$ cat src/rtl/spi_pkg.sv
// Shared definitions for the SPI slave scheduler: core register map, FSM
// states and the Wishbone request payload.
package spi_pkg;

  localparam logic [1:0] SPCR = 2'b00;
  localparam logic [1:0] SPSR = 2'b01;
  localparam logic [1:0] SPDR = 2'b10;
  localparam logic [1:0] SPER = 2'b11;

  typedef enum logic [1:0] {
    IDLE,
    WR_SPCR,
    WR_SPER,
    RUN
  } state_e;

  typedef struct packed {
    logic       cyc;
    logic       stb;
    logic       we;
    logic [1:0] adr;
    logic [7:0] dat;
  } wb_req_t;

  // Single-beat register write request.
  function automatic wb_req_t wb_write(input logic [1:0] a, input logic [7:0] d);
    wb_req_t r;
    r.cyc = 1'b1;
    r.stb = 1'b1;
    r.we  = 1'b1;
    r.adr = a;
    r.dat = d;
    return r;
  endfunction

endpackage

$ cat src/rtl/spi_tx_fifo.sv
// Circular TX byte queue; full/empty are registered alongside the count.
module spi_tx_fifo #(
  parameter int unsigned DEPTH = 4
) (
  input  logic                     clk_i,
  input  logic                     rstn_i,
  input  logic                     flush_i,
  input  logic                     push_i,
  input  logic [7:0]               data_i,
  input  logic                     pop_i,
  output logic [7:0]               data_o,
  output logic                     full_o,
  output logic                     empty_o,
  output logic [$clog2(DEPTH):0]   count_o
);

  localparam int unsigned AW = $clog2(DEPTH);
  localparam int unsigned CW = AW + 1;

  logic [7:0]    mem [DEPTH];
  logic [AW-1:0] wr_ptr;
  logic [AW-1:0] rd_ptr;
  logic [CW-1:0] count_d;
  logic          push_ok;
  logic          pop_ok;

  // A push while full is dropped even when a pop frees a slot this cycle.
  assign push_ok = push_i && !full_o;
  assign pop_ok  = pop_i && !empty_o;
  assign data_o  = mem[rd_ptr];

  always_comb begin
    count_d = count_o;
    if (push_ok && !pop_ok) begin
      count_d = count_o + CW'(1);
    end else if (pop_ok && !push_ok) begin
      count_d = count_o - CW'(1);
    end
  end

  always_ff @(posedge clk_i or negedge rstn_i) begin
    if (!rstn_i) begin
      wr_ptr  <= '0;
      rd_ptr  <= '0;
      count_o <= '0;
      full_o  <= 1'b0;
      empty_o <= 1'b1;
    end else if (flush_i) begin
      wr_ptr  <= '0;
      rd_ptr  <= '0;
      count_o <= '0;
      full_o  <= 1'b0;
      empty_o <= 1'b1;
    end else begin
      if (push_ok) wr_ptr <= wr_ptr + AW'(1);
      if (pop_ok)  rd_ptr <= rd_ptr + AW'(1);
      count_o <= count_d;
      full_o  <= (count_d == CW'(DEPTH));
      empty_o <= (count_d == '0);
    end
  end

  always_ff @(posedge clk_i) begin
    if (push_ok) mem[wr_ptr] <= data_i;
  end

endmodule

$ cat src/rtl/spi_slave_sched.sv
// Slave-side scheduler for spi_combine: configures the core over Wishbone,
// then issues one tx_valid per SPI byte slot and forwards received bytes.
module spi_slave_sched
  import spi_pkg::*;
#(
  parameter int unsigned DEPTH       = 4,
  parameter logic [7:0]  SPCR_VAL    = 8'hD3,
  parameter logic [7:0]  SPER_VAL    = 8'h00,
  parameter int unsigned ACK_TIMEOUT = 15
) (
  input  logic       clk_i,
  input  logic       rstn_i,
  input  logic       cfg_start_i,
  output logic       cfg_done_o,
  output logic       cfg_err_o,
  input  logic       tx_push_i,
  input  logic [7:0] tx_byte_i,
  output logic       tx_full_o,
  output logic       tx_empty_o,
  output logic       ovf_o,
  output logic       udf_o,
  output logic [7:0] rx_byte_o,
  output logic       rx_byte_valid_o,
  input  logic       ssn_i,
  output logic       stb_o,
  output logic       cyc_o,
  output logic       we_o,
  output logic [1:0] adr_o,
  output logic [7:0] dat_o,
  input  logic       ack_i,
  output logic       tx_valid_o,
  output logic [7:0] tx_data_o,
  input  logic       rx_valid_i,
  input  logic [7:0] rx_data_i
);

  localparam int unsigned CNT_W = $clog2(ACK_TIMEOUT + 1);
  localparam int unsigned CW    = $clog2(DEPTH) + 1;

  state_e           state_q;
  state_e           state_d;
  wb_req_t          wb_q;
  wb_req_t          wb_d;
  logic [CNT_W-1:0] cnt_q;
  logic [CNT_W-1:0] cnt_d;
  logic             err_d;
  logic             flush_c;

  logic             ssn_s1;
  logic             ssn_s2;
  logic             ssn_s3;
  logic             run_c;
  logic             slot_c;
  logic             pop_c;
  logic [7:0]       fifo_head;
  logic [CW-1:0]    fifo_count;

  assign cyc_o = wb_q.cyc;
  assign stb_o = wb_q.stb;
  assign we_o  = wb_q.we;
  assign adr_o = wb_q.adr;
  assign dat_o = wb_q.dat;

  // Each write holds the strobe until ack, then spends one idle cycle in the
  // same state before moving on, giving the gap between bus writes.
  always_comb begin
    state_d = state_q;
    wb_d    = '0;
    cnt_d   = cnt_q;
    err_d   = cfg_err_o;
    flush_c = 1'b0;
    if (cfg_start_i) begin
      state_d = WR_SPCR;
      wb_d    = wb_write(SPCR, SPCR_VAL);
      cnt_d   = CNT_W'(ACK_TIMEOUT);
      err_d   = 1'b0;
      flush_c = 1'b1;
    end else begin
      case (state_q)
        WR_SPCR, WR_SPER: begin
          if (wb_q.stb) begin
            if (!ack_i) begin
              if (cnt_q <= CNT_W'(1)) begin
                state_d = IDLE;
                err_d   = 1'b1;
              end else begin
                wb_d  = wb_q;
                cnt_d = cnt_q - CNT_W'(1);
              end
            end
          end else if (state_q == WR_SPCR) begin
            state_d = WR_SPER;
            wb_d    = wb_write(SPER, SPER_VAL);
            cnt_d   = CNT_W'(ACK_TIMEOUT);
          end else begin
            state_d = RUN;
          end
        end
        default: ;
      endcase
    end
  end

  always_ff @(posedge clk_i or negedge rstn_i) begin
    if (!rstn_i) begin
      state_q    <= IDLE;
      wb_q       <= '0;
      cnt_q      <= '0;
      cfg_err_o  <= 1'b0;
      cfg_done_o <= 1'b0;
    end else begin
      state_q    <= state_d;
      wb_q       <= wb_d;
      cnt_q      <= cnt_d;
      cfg_err_o  <= err_d;
      cfg_done_o <= (state_d == RUN);
    end
  end

  // Slot: synchronized ssn fall, or a received byte while still selected.
  assign run_c  = (state_q == RUN);
  assign slot_c = run_c && !ssn_s2 && (ssn_s3 || rx_valid_i);
  assign pop_c  = slot_c && !tx_empty_o;

  spi_tx_fifo #(
    .DEPTH (DEPTH)
  ) u_fifo (
    .clk_i   (clk_i),
    .rstn_i  (rstn_i),
    .flush_i (flush_c),
    .push_i  (tx_push_i),
    .data_i  (tx_byte_i),
    .pop_i   (pop_c),
    .data_o  (fifo_head),
    .full_o  (tx_full_o),
    .empty_o (tx_empty_o),
    .count_o (fifo_count)
  );

  always_ff @(posedge clk_i or negedge rstn_i) begin
    if (!rstn_i) begin
      ssn_s1          <= 1'b1;
      ssn_s2          <= 1'b1;
      ssn_s3          <= 1'b1;
      tx_valid_o      <= 1'b0;
      tx_data_o       <= '0;
      udf_o           <= 1'b0;
      ovf_o           <= 1'b0;
      rx_byte_o       <= '0;
      rx_byte_valid_o <= 1'b0;
    end else begin
      ssn_s1          <= ssn_i;
      ssn_s2          <= ssn_s1;
      ssn_s3          <= ssn_s2;
      tx_valid_o      <= slot_c;
      rx_byte_valid_o <= run_c && rx_valid_i;
      if (slot_c) begin
        tx_data_o <= tx_empty_o ? 8'h00 : fifo_head;
        if (tx_empty_o) udf_o <= 1'b1;
      end
      if (tx_push_i && (fifo_count == CW'(DEPTH))) ovf_o <= 1'b1;
      if (run_c && rx_valid_i) rx_byte_o <= rx_data_i;
    end
  end

endmodule

$ cat config.mk
export PLATFORM = sky130hd
export DESIGN_NAME = spi_slave_sched
export DESIGN_NICKNAME = d
export VERILOG_FILES = /design/src/rtl/spi_pkg.sv /design/src/rtl/spi_tx_fifo.sv /design/src/rtl/spi_slave_sched.sv
export SDC_FILE = /design/constraint.sdc
export NUM_CORES = 1
export LEC_CHECK = 0
export CELL_PAD_IN_SITES_DETAIL_PLACEMENT = 0
export CELL_PAD_IN_SITES_GLOBAL_PLACEMENT = 1
export CORE_MARGIN = 1
export CORE_UTILIZATION = 45
export CTS_CLUSTER_DIAMETER = 60
export DETAILED_ROUTE_END_ITERATION = 8
export GPL_ROUTABILITY_DRIVEN = 0
export PLACE_DENSITY = 0.83
export SETUP_SLACK_MARGIN = 0.02
export SLEW_MARGIN = 20
export SYNTH_ARGS = -nofsm -noshare
export SYNTH_HDL_FRONTEND = slang
export SYNTH_SLANG_ARGS = --single-unit
$ cat constraint.sdc
create_clock -name clk_i -period 4.5 [get_ports clk_i]
set_input_delay 0.675 -clock clk_i [delete_from_list [all_inputs] [get_ports clk_i]]
set_output_delay 0.675 -clock clk_i [all_outputs]
set_load 0.01 [all_outputs]
# Word-level counts from Yosys, hierarchy flattened
# Memories as Yosys holds them, arrays and structs flattened.
# Index checks and enable logic that the tools add are counted.
# word_totals
reg_bits	53
mem_bits_rw	32
in_bits	23
output_inout_bits	37
word_cells	102
n_memories	1
# classes
add_sub_neg	5
order_cmp	1
n_eq_ne	10
n_mux	36
reduce_logical	26
# mem_list
memory	depth	width	read_ports	rd_clocked_by_memory_dff	write_ports	line_no	source
u_fifo.mem	4	8	1	0	1	spi_tx_fifo.sv:20	logic [7:0] mem [DEPTH];
# ops
operator	n
$mux W13	6
$mux W4	6
$mux W2	9
$mux W1	11
$reduce_bool A2 Y1	5
$logic_and A1 B1 Y1	9
$mux W3	3
$mux W8	1
$reduce_and A4 Y1	2
$eq A2 B2 Y1 const B	3
$eq A3 B3 Y1 const B	2
$ne A3 B3 Y1 const B	2
$logic_not A1 Y1	5
$ne A5 B5 Y1 const B	1
$add A2 B1 Y2 const B	2
$le A4 B1 Y1 const B	1
$sub A4 B1 Y4 const B	1
$add A3 B1 Y3 const B	1
$logic_not A3 Y1	1
$reduce_bool A3 Y1	1
$sub A3 B1 Y3 const B	1
$eq A2 B1 Y1 const B	1
$ne A2 B2 Y1 const B	1
$reduce_and A2 Y1	1
2 further kinds	2

# Logic depth before layout (Yosys ltp)
# Gate-level depths: netlist (run 1).
# depth
word_depth	10
ltp_mapped	7
mapped_depth_nobuf	7

# Cells and area by module
# Synthesis (run 1) repeated with hierarchy kept, for this count alone.
# unflattened
hier_cells	249
hier_area_um2	3359.5
# modules_own_cells
mod	n_inst	cells_each	area_per_inst_um2	seq_area_each_um2
spi_tx_fifo	1	109	1821.7	1187.4
spi_slave_sched	1	140	1537.7	879.6

# Worst setup path before layout (run 1)
# No wires, ideal clock.
# synth_timing
path_type	register -> register
start	reg cnt_q[0]
end	reg cnt_q[0]
setup_time_ns	0.124
t_arrival_ns	1.732
required_ns	4.376
setup_slack_ns	2.645
stages_incl_launch_ff	8
path_buffers	0
period_less_slack_ns	1.855
path_cell_list	dfrtp_1 > inv_1 > ha_1 > or2_2 > a21oi_1 > and2b_1 > a21oi_1 > o31a_1
# synth_between
elab_chain_len	6
elab_cells_between_ends	9
cone_classes	1 x add/sub; 1 x order compare; 1 x eq/ne; 5 x mux; 1 x reduce/logical
# synth_rtl
item	line_no	source
from (decl)	spi_slave_sched.sv:44	logic [CNT_W-1:0] cnt_q;
from (signal assigned)	spi_slave_sched.sv:114	cnt_q <= cnt_d;
$sub A4 B1 Y4	spi_slave_sched.sv:88	cnt_d = cnt_q - CNT_W'(1);
$mux W4	spi_slave_sched.sv:83	if (cnt_q <= CNT_W'(1)) begin
$mux W4	spi_slave_sched.sv:82	if (!ack_i) begin
$mux W4	spi_slave_sched.sv:81	if (wb_q.stb) begin
$mux W4	spi_slave_sched.sv:79	case (state_q)
$mux W4	spi_slave_sched.sv:72	if (cfg_start_i) begin
# Several ways; a longest one is shown, not always the timed one. The select of a mux whose other input is x is not followed.
# A chain may end at the register's enable or synchronous reset.

# Final worst setup path (run 1)
# layout_timing
start	in rx_valid_i
end	reg u_fifo.empty_o
# layout_between
elab_chain_len	9
elab_cells_between_ends	11
cone_classes	3 x mux; 8 x reduce/logical
# layout_rtl
item	line_no	source
from (decl)	spi_slave_sched.sv:33	input logic rx_valid_i,
$logic_or A1 B1 Y1 (*)	spi_slave_sched.sv:122	assign slot_c = run_c && !ssn_s2 && (ssn_s3 || rx_valid_i);
$logic_and A1 B1 Y1 (*)	spi_slave_sched.sv:122	
$logic_and A1 B1 Y1 (*)	spi_slave_sched.sv:123	assign pop_c = slot_c && !tx_empty_o;
$logic_and A1 B1 Y1 (*)	spi_tx_fifo.sv:29	assign pop_ok = pop_i && !empty_o;
$logic_and A1 B1 Y1 or $logic_not A1 Y1 (tied branches)	spi_tx_fifo.sv:36, spi_tx_fifo.sv:34	
$mux W3 or $logic_and A1 B1 Y1 (tied branches)	spi_tx_fifo.sv:36, spi_tx_fifo.sv:34	
$mux W3 (*)	spi_tx_fifo.sv:34	if (push_ok && !pop_ok) begin
$logic_not A3 Y1 (*)	spi_tx_fifo.sv:59	empty_o <= (count_d == '0);
$mux W1 (*)	spi_tx_fifo.sv:48	end else if (flush_i) begin
to (signal assigned)	spi_tx_fifo.sv:59	
to (decl)	spi_tx_fifo.sv:13	output logic empty_o,
# Mark *: on every way between the ends. The rest lies on a longest branch, timed or not.

==> metrics.txt, run 1 <==
FF-to-FF Start state_q[0]; maximum number of pins on one net before global-route repair 45; status complete, no violations; Yosys cell types 42; worst-case reg-to-reg path depth 5; Post-Route Setup TNS 0 ns; Cell Area, Synth 0.003228 mm²; DR pass1 iterations 4; hold_buf cts 0; port buffer count 56; hold path start ssn_s2; die area 0.007516 mm²; Avg WL per Cell 14.77 µm; Fin. Hold Viols 0; Worst Path Required 4.78 ns; vias post-DR 1937; Num CTS Buffers 9; max-cap viol count 0; Worst R2R Setup Slack 2.41 ns; die width 86.70 µm; RSZ-0062 raised after global routing no; Synth Flop Type dfrtp_1; Reg clk slew, reported paths 0.08 ns; clk_lat worst skew 0.35 ns; H-tree depth 3; Cell Rows 30; core region area 0.006869 mm²; All-Layer GR Usage 16.67%; post-DR vias/cell 5.031; synthesis-to-finish area growth 24.57%; Starting Density 46.99%; CTS sink count 76; Ant. Diodes 0; Avg Cell Area, Syn 13.91 µm²; Net count, final 318; CP endpoint u_fifo.empty_o; clock period minus worst slack 2.365 ns; Root Driver clkbuf_8; Tcrit/Tclk final 52.55%; initial antenna violation count 0; Syn Inst Count 232; Cell Count, Final, Fillers Out 385; maximum vdd ir drop 0.0002274 V; Post-route DRC 0; GR Overflow Total 0; first-pass GRT wire length 9142 µm; synth warn 0; number of global-route vias before repair 1902; Clock Skews 0.01012 ns; Worst slew margin 37.27%; share of cells above drive strength 1 14.88%; Ports 60; min setup slack post-route 2.135 ns; fmax 422.9 MHz; Final Setup Violations 0; dpl ws 1.782 ns; Seq cells post-synth 76; post-synthesis sequential area ratio 64.03%; Setup crit end kind flip-flop; Core Util, Final 58.54%; asr flop ratio synth 57.89%; slew at the pin closest to its max-slew limit 0.9409 ns; CTS tree built; DP HPWL 3888 µm; critical path startpoint category input pin; die height 86.70 µm; FF-to-FF End u_fifo.empty_o; dpl cells 369; CP arrival 2.64 ns; DRT iter0 DRCs 93; count of flip-flops with a built-in enable after synthesis 32; Filler Cell Count 566; pwr dens 532.6 mW/mm²; Routed Antenna Nets 0; Lkg Pwr 1.594 nW; Max clock buf depth 2; Final Max Tran Viols 0; routed wire length 5688 µm; Critical Path Source rx_valid_i; post_cts resized 0; setup bufs post-CTS 0; Hold WC Path Type flip-flop to flip-flop; critical path class input pin to flip-flop; worst-path maximum fanout 15
-- cells in the final DEF (no fill, tap or decap), types with 2 or more instances in the layout --
master,n
o211ai_1,2
mux2_2,8
edfxtp_1,32
or3_1,3
nor3_1,6
inv_8,2
dfstp_2,4
nand3_1,6
and2_1,4
a21oi_1,12
nor2_1,15
conb_1,3
dfrtp_1,40
mux4_2,8
clkdlybuf4s50_1,55
a21o_1,2
ha_1,11
inv_6,4
nand2_1,12
a22o_1,8
o21ai_0,6
nor4b_1,2
xnor2_1,3
nand2b_1,2
clkbuf_8,9
inv_1,12
-- through the flow --
step                hold WS, ns  instance area, µm²  total power, mW
CTS                      0.3864                4021            2.165
global placement         0.3566                3810            1.597
detailed placement       0.3648                3810            1.607
floorplan                0.3452                3236            1.307
global route             0.3863                4021            2.258
finish                   0.3900                4021            2.142
-- state kept, by name, summed over array words and instances (netlist names), 2 cells and up --
name            flops
state_q             2
u_fifo.wr_ptr       2
tx_data_o           8
u_fifo.rd_ptr       2
rx_byte_o           8
u_fifo.mem         32
cnt_q               4
u_fifo.count_o      3
-- cell usage after synthesis, types with 2 or more instances --
cell type	instances	area, µm²
dfrtp_1	40	1001
edfxtp_1	32	960.9
nor2_1	15	56.30
a21oi_1	12	60.06
inv_1	12	45.04
nand2_1	12	45.04
ha_1	11	137.6
buf_4	9	67.56
a22o_1	8	70.07
mux2_2	8	90.09
mux4_2	8	180.2
nand3_1	6	30.03
nor3_1	6	30.03
o21ai_0	6	30.03
and2_1	4	25.02
clkbuf_1	4	15.01
dfstp_2	4	105.1
buf_2	3	15.01
or3_1	3	18.77
xnor2_1	3	26.28
a21o_1	2	15.01
nand2b_1	2	12.51
nor4b_1	2	17.52
o211ai_1	2	15.01
-- cells by family (layout without fill, tap and decap cells) --
family | count (synthesis) | count (layout) | share of synthesized area, %
other | 1 | 3 | 0.1162
XOR/XNOR | 4 | 4 | 1.085
adder cells (fa/ha/maj) | 11 | 11 | 4.264
AO/OA/AOI/OAI | 38 | 38 | 7.907
AND/OR/NAND/NOR | 56 | 56 | 9.225
buffers and inverters | 29 | 84 | 4.534
multiplexers | 17 | 17 | 8.837
flip-flops | 76 | 76 | 64.03
-- power breakdown --
part	total [mW]	internal, mW	switching (mW)	leakage, nW
registers	0.953	0.860	0.0923	0.830
clock network	0.557	0.272	0.286	0.109
logic	0.632	0.362	0.270	0.655
total	2.14	1.49	0.648	1.59
-- worst min path at each step --
stage | to | depth (start not counted) | slack [ns]
floorplan | ssn_s2 | 0 | 0.35
global placement | ssn_s2 | 0 | 0.36
detailed placement | ssn_s2 | 0 | 0.36
CTS | ssn_s2 | 0 | 0.39
global route | ssn_s2 | 0 | 0.39
finish | ssn_s3 | 0 | 0.39
-- final cells by class --
cell class              count  area [µm²]  share of cell area [%]
flip-flops and latches     76        2067                   51.40
multi-input cells         129        1022                   25.42
repair buffers             56       555.5                   13.81
clock buffers               9       123.9                   3.080
well taps                  96       120.1                   2.987
clock inverters             7       87.58                   2.178
inverters                  12       45.04                   1.120
-- layer usage --
layer  GRT usage, %  vias up  part of all wire, %
li1               -      934                    -
met1          20.87      940                   46
met2          27.27       54                   48
met3          3.429        9                  4.0
met4          9.091        0                  2.0
met5              0        -                    0
-- critical path, cell delays in order --
cell,delay [ns]
clkdlybuf4s50_1,0.48
nor2_1,0.08
nor4b_4,0.69
xnor2_1,0.24
mux2_4,0.33
nor3_2,0.14
Power figures use the tool's default switching activity.
==> run 2, diff against run 1 <==
--- a/config.mk
+++ b/config.mk
@@ -8,11 +8,11 @@
 export CELL_PAD_IN_SITES_DETAIL_PLACEMENT = 0
 export CELL_PAD_IN_SITES_GLOBAL_PLACEMENT = 1
 export CORE_MARGIN = 1
-export CORE_UTILIZATION = 45
+export CORE_UTILIZATION = 38
 export CTS_CLUSTER_DIAMETER = 60
 export DETAILED_ROUTE_END_ITERATION = 8
 export GPL_ROUTABILITY_DRIVEN = 0
-export PLACE_DENSITY = 0.83
+export PLACE_DENSITY = 0.74
 export SETUP_SLACK_MARGIN = 0.02
 export SLEW_MARGIN = 20
 export SYNTH_ARGS = -nofsm -noshare
==> constraint.sdc (replaced) <==
create_clock -name clk_i -period 2 [get_ports clk_i]
set_input_delay 0.3 -clock clk_i [delete_from_list [all_inputs] [get_ports clk_i]]
set_output_delay 0.3 -clock clk_i [all_outputs]
set_load 0.01 [all_outputs]
==> metrics.txt, run 2 (synthesis gave the netlist of run 1 again) <==
worst-path maximum fanout 6; clk_lat worst skew 0.34 ns; first-pass GRT wire length 9639 µm; Ports 60; Top Registers u_fifo.mem: 32 flops, rx_byte_o: 8 flops, tx_data_o: 8 flops; Worst R2R Setup Slack 0.15 ns; CTS sink count 76; CP max stage cell dfrtp_1; Fin. Hold Viols 0; die area 0.008868 mm²; maximum number of pins on one net before global-route repair 45; Final Setup Violations 0; share of cells above drive strength 1 18.81%; Routed Antenna Nets 0; Reg clk slew, reported paths 0.09 ns; critical path class flip-flop to flip-flop; critical path startpoint category flip-flop; slew at the pin closest to its max-slew limit 0.5625 ns; fmax 541.4 MHz; crit-path most repeated cell a21oi_1; die width 94.17 µm; hold_buf cts 0; status complete, no violations; Net count, final 332; synthesis-to-finish area growth 28.26%; initial antenna violation count 0; Lkg Pwr 1.665 nW; Buf/Inv on CP 2; GR Overflow Total 0; Cell Rows 33; Ant. Diodes 0; Root Driver clkbuf_8; Clock Skews 0.005728 ns; Biggest register u_fifo.mem; post-DR vias/cell 4.887; pwr dens 1176 mW/mm²; clock period minus worst slack 1.847 ns; die height 94.17 µm; Avg WL per Cell 14.73 µm; DR pass1 iterations 4; Cell Count, Final, Fillers Out 408; Starting Density 39.29%; max-cap viol count 0; vias post-DR 1994; DRT iter0 DRCs 72; dpl ws 0.08662 ns; maximum vdd ir drop 0.0004605 V; CP arrival 2.12 ns; Post-route DRC 0; dpl cells 392; Setup crit end kind flip-flop; most frequent cells in the layout clkdlybuf4s50_1 (55), dfrtp_1 (40), edfxtp_1 (32); H-tree depth 3; port buffer count 56; min setup slack post-route 0.1528 ns; Tcrit/Tclk final 92.36%; RSZ-0062 raised after global routing no; Cell Chain, Critical Path inv_1 -> ha_1 -> or2_2 -> a21oi_1 -> buf_4 -> a21oi_1 -> a41o_1 -> a21oi_1; routed wire length 6011 µm; Worst slew margin 62.50%; Num CTS Buffers 9; CTS tree built; setup bufs post-CTS 0; post_cts resized 0; core region area 0.008217 mm²; Post-Route Setup TNS 0 ns; Hold WC Path Type input pin to asynchronous set/reset pin; crit-path max cell delay 0.43 ns; crit-path leading delay family compound AO/OA/AOI/OAI gates; Worst Path Required 2.27 ns; DP HPWL 4252 µm; most common cell after layout, fill and taps aside clkdlybuf4s50_1; number of flip-flops in the largest register 32; Max clock buf depth 2; All-Layer GR Usage 14.98%; number of global-route vias before repair 1940; Final Max Tran Viols 0
## run 2: cell count changes in the layout (fill, tap and decap cells not counted)
cell,before,now
buf_4,0,14
clkinv_4,0,2
inv_6,4,1
inv_8,2,3
## run 2: path summary, 6_finish.rpt
kind / startpoint / to / depth (start not counted)
hold reg to reg: ssn_s1 / ssn_s2 / 0
setup reg to reg: cnt_q[0] / cnt_q[3] / 8
hold / removal: rstn_i / u_fifo.wr_ptr[0] / 2
max in group asynchronous: rstn_i / tx_data_o[3] / 2
min in group clk_i: ssn_s1 / ssn_s2 / 0
setup / recovery: cnt_q[0] / cnt_q[3] / 8
## run 2: area by class of cell
| cell class | instances | area [µm²] |
|---|---|---|
| repair buffers | 70 | 660.6 |
| multi-input cells | 129 | 1022 |
| flip-flops and latches | 76 | 2067 |
| well taps | 105 | 131.4 |
| clock buffers | 9 | 123.9 |
| inverters | 12 | 45.04 |
| clock inverters | 7 | 90.09 |
| fillers | 731 | 4076 |
## run 2: metal layers
metal	global-route usage, %	part of all wire (%)	vias to the layer above
li1	-	-	955
met1	18.81	45	973
met2	24.15	49	58
met3	3.317	4.5	8
met4	7.692	1.7	0
met5	0	0	-
## run 2: stage by stage
step           util (%)  hold WS (ns)  power, mW  cell area [µm²]
4_1_cts           50.39       0.02734      4.939             4140
6_report          50.39       0.02042      4.868             4140
3_5_place_dp      47.78        0.3575      3.682             3926
5_1_grt           50.39       0.05978      5.170             4140
2_1_floorplan         -      0.004409      2.941             3236
3_3_place_gp      47.78        0.3531      3.656             3926
## run 2: power breakdown
group          internal [mW]  switching, mW
combinational          0.849          0.632
sequential              1.94          0.214
clock                  0.611          0.626
==> run 3, diff against run 2 <==
--- a/config.mk
+++ b/config.mk
@@ -7,9 +7,9 @@
 export LEC_CHECK = 0
 export CELL_PAD_IN_SITES_DETAIL_PLACEMENT = 0
 export CELL_PAD_IN_SITES_GLOBAL_PLACEMENT = 1
-export CORE_MARGIN = 1
+export CORE_ASPECT_RATIO = 0.75
+export CORE_MARGIN = 2
 export CORE_UTILIZATION = 38
-export CTS_CLUSTER_DIAMETER = 60
 export DETAILED_ROUTE_END_ITERATION = 8
 export GPL_ROUTABILITY_DRIVEN = 0
 export PLACE_DENSITY = 0.74
==> metrics.txt, run 3 (synthesis gave the netlist of run 1 again) <==
status complete, no violations; GR Overflow Total 0; All-Layer GR Usage 13.35%; number of flip-flops in the largest register 32; CP arrival 2.05 ns; post_cts resized 0; worst-path maximum fanout 6; CP max stage cell dfrtp_1; placed inst area 0.003938 mm²; Top Registers u_fifo.mem: 32 flops, rx_byte_o: 8 flops, tx_data_o: 8 flops; clock period minus worst slack 1.845 ns; Final Max Tran Viols 0; die height 83.82 µm; Filler Cell Count 731; Hold WC Path Type input pin to asynchronous set/reset pin; vias post-DR 1953; core region area 0.008346 mm²; crit-path most repeated cell a21oi_1; synthesis-to-finish area growth 30.35%; fmax 542.1 MHz; Starting Density 38.68%; Fin. Hold Viols 0; Root Driver clkbuf_16; pwr dens 1209 mW/mm²; initial antenna violation count 0; most common cell after layout, fill and taps aside clkdlybuf4s50_1; Lkg Pwr 1.685 nW; Final Setup Violations 0; Clock Skews 0.008741 ns; share of cells above drive strength 1 18.75%; CTS tree built; DRT iter0 DRCs 64; clk_lat worst skew 0.33 ns; DR pass1 iterations 4; Avg WL per Cell 14.37 µm; critical path class flip-flop to flip-flop; area occupied by multi-input gates 0.001022 mm²; CTS sink count 76; port buffer count 56; Tcrit/Tclk final 92.24%; RSZ-0062 raised after global routing no; DP HPWL 4050 µm; maximum number of pins on one net before global-route repair 45; Reg clk slew, reported paths 0.06 ns; setup bufs post-CTS 0; slew at the pin closest to its max-slew limit 0.5565 ns; design area 0.004208 mm²; H-tree depth 3; Num CTS Buffers 9; post-DR vias/cell 4.740; total power 5.086 mW; Worst Path Required 2.21 ns; max-cap viol count 0; crit-path leading delay family simple AND/OR/NAND/NOR gates; first-pass GRT wire length 9611 µm; Worst slew margin 62.90%; Net count, final 333; most frequent cells in the layout clkdlybuf4s50_1 (55), dfrtp_1 (40), edfxtp_1 (32); Post-route DRC 0; Ports 60; Buf/Inv on CP 1; die width 110.4 µm; hold_buf cts 0; Ant. Diodes 0; register area 0.002067 mm²; number of global-route vias before repair 1973; Cell Rows 29; Max clock buf depth 2; Setup crit end kind flip-flop; die area 0.009256 mm²; crit-path max cell delay 0.42 ns; Post-Route Setup TNS 0 ns; Cell Chain, Critical Path inv_1 -> ha_1 -> or2_2 -> a21oi_1 -> and2b_1 -> a21oi_1 -> o31a_1; Routed Antenna Nets 0; critical path startpoint category flip-flop; routed wire length 5919 µm; Biggest register u_fifo.mem; maximum vdd ir drop 0.0005993 V
## run 3: changes by cell type in the layout (fill, tap and decap cells not counted)
cell,change
clkbuf_1,+1
inv_6,-1
inv_8,-3
clkinvlp_4,+3
bufinv_16,-1
clkbuf_8,-9
clkinv_4,-1
clkbuf_16,+9
clkinv_2,+2
buf_4,+1
## run 3: routing by layer
metal | routed length (µm) | share of wire, % | track usage, % | vias up
met2 | 2803 | 47 | 20.97 | 35
met5 | 0 | 0 | 0 | -
li1 | - | - | - | 958
met4 | 40 | 0.68 | 4.432 | 0
met1 | 2863 | 48 | 17.53 | 958
met3 | 211 | 3.6 | 4.575 | 2
## run 3: final cells by class
class	count	share of cell area [%]
clock buffers	10	5.442
clock inverters	6	0.9813
inverters	12	1.070
well taps	108	3.211
repair buffers	71	15.88
flip-flops and latches	76	49.12
multi-input cells	129	24.29
## run 3: worst register-to-register path: cells and delay by family (launching register included)
family	cells	cell delay [ns]
DFF	1	0.42
buffers and inverters	1	0.06
AOI/OAI and AO/OA	3	0.49
and+or+nand+nor	2	0.53
adders and majority gates	1	0.23
## run 3: metrics by stage
stage                     utilization [%]  std cells  setup WS, ns  hold WS (ns)
final                               50.42        412        0.1553       0.03449
after global routing                50.42        412       0.05387       0.08629
after CTS                           50.42        412        0.1441       0.06360
after detailed placement            47.18        396       0.09504        0.3468
after global placement              47.18        396        0.1322        0.3460
after floorplan                         -        234        0.1446      0.004409
## run 3: where the power goes
part / switching (mW) / internal, mW / total, mW
clock network: 0.602 / 0.836 / 1.44
registers: 0.203 / 1.94 / 2.14
logic: 0.638 / 0.867 / 1.50
## run 3: path summary, 6_finish.rpt
kind / startpoint / endpoint / slack, ns / cells past startpoint
min reg2reg: ssn_s1 / ssn_s2 / 0.36 / 0
max reg2reg: cnt_q[0] / cnt_q[0] / 0.16 / 7
min in group clk_i: ssn_s1 / ssn_s2 / 0.36 / 0
max: cnt_q[0] / cnt_q[0] / 0.16 / 7
max in group asynchronous: rstn_i / ssn_s1 / 1.56 / 2
min: rstn_i / cnt_q[3] / 0.03 / 2
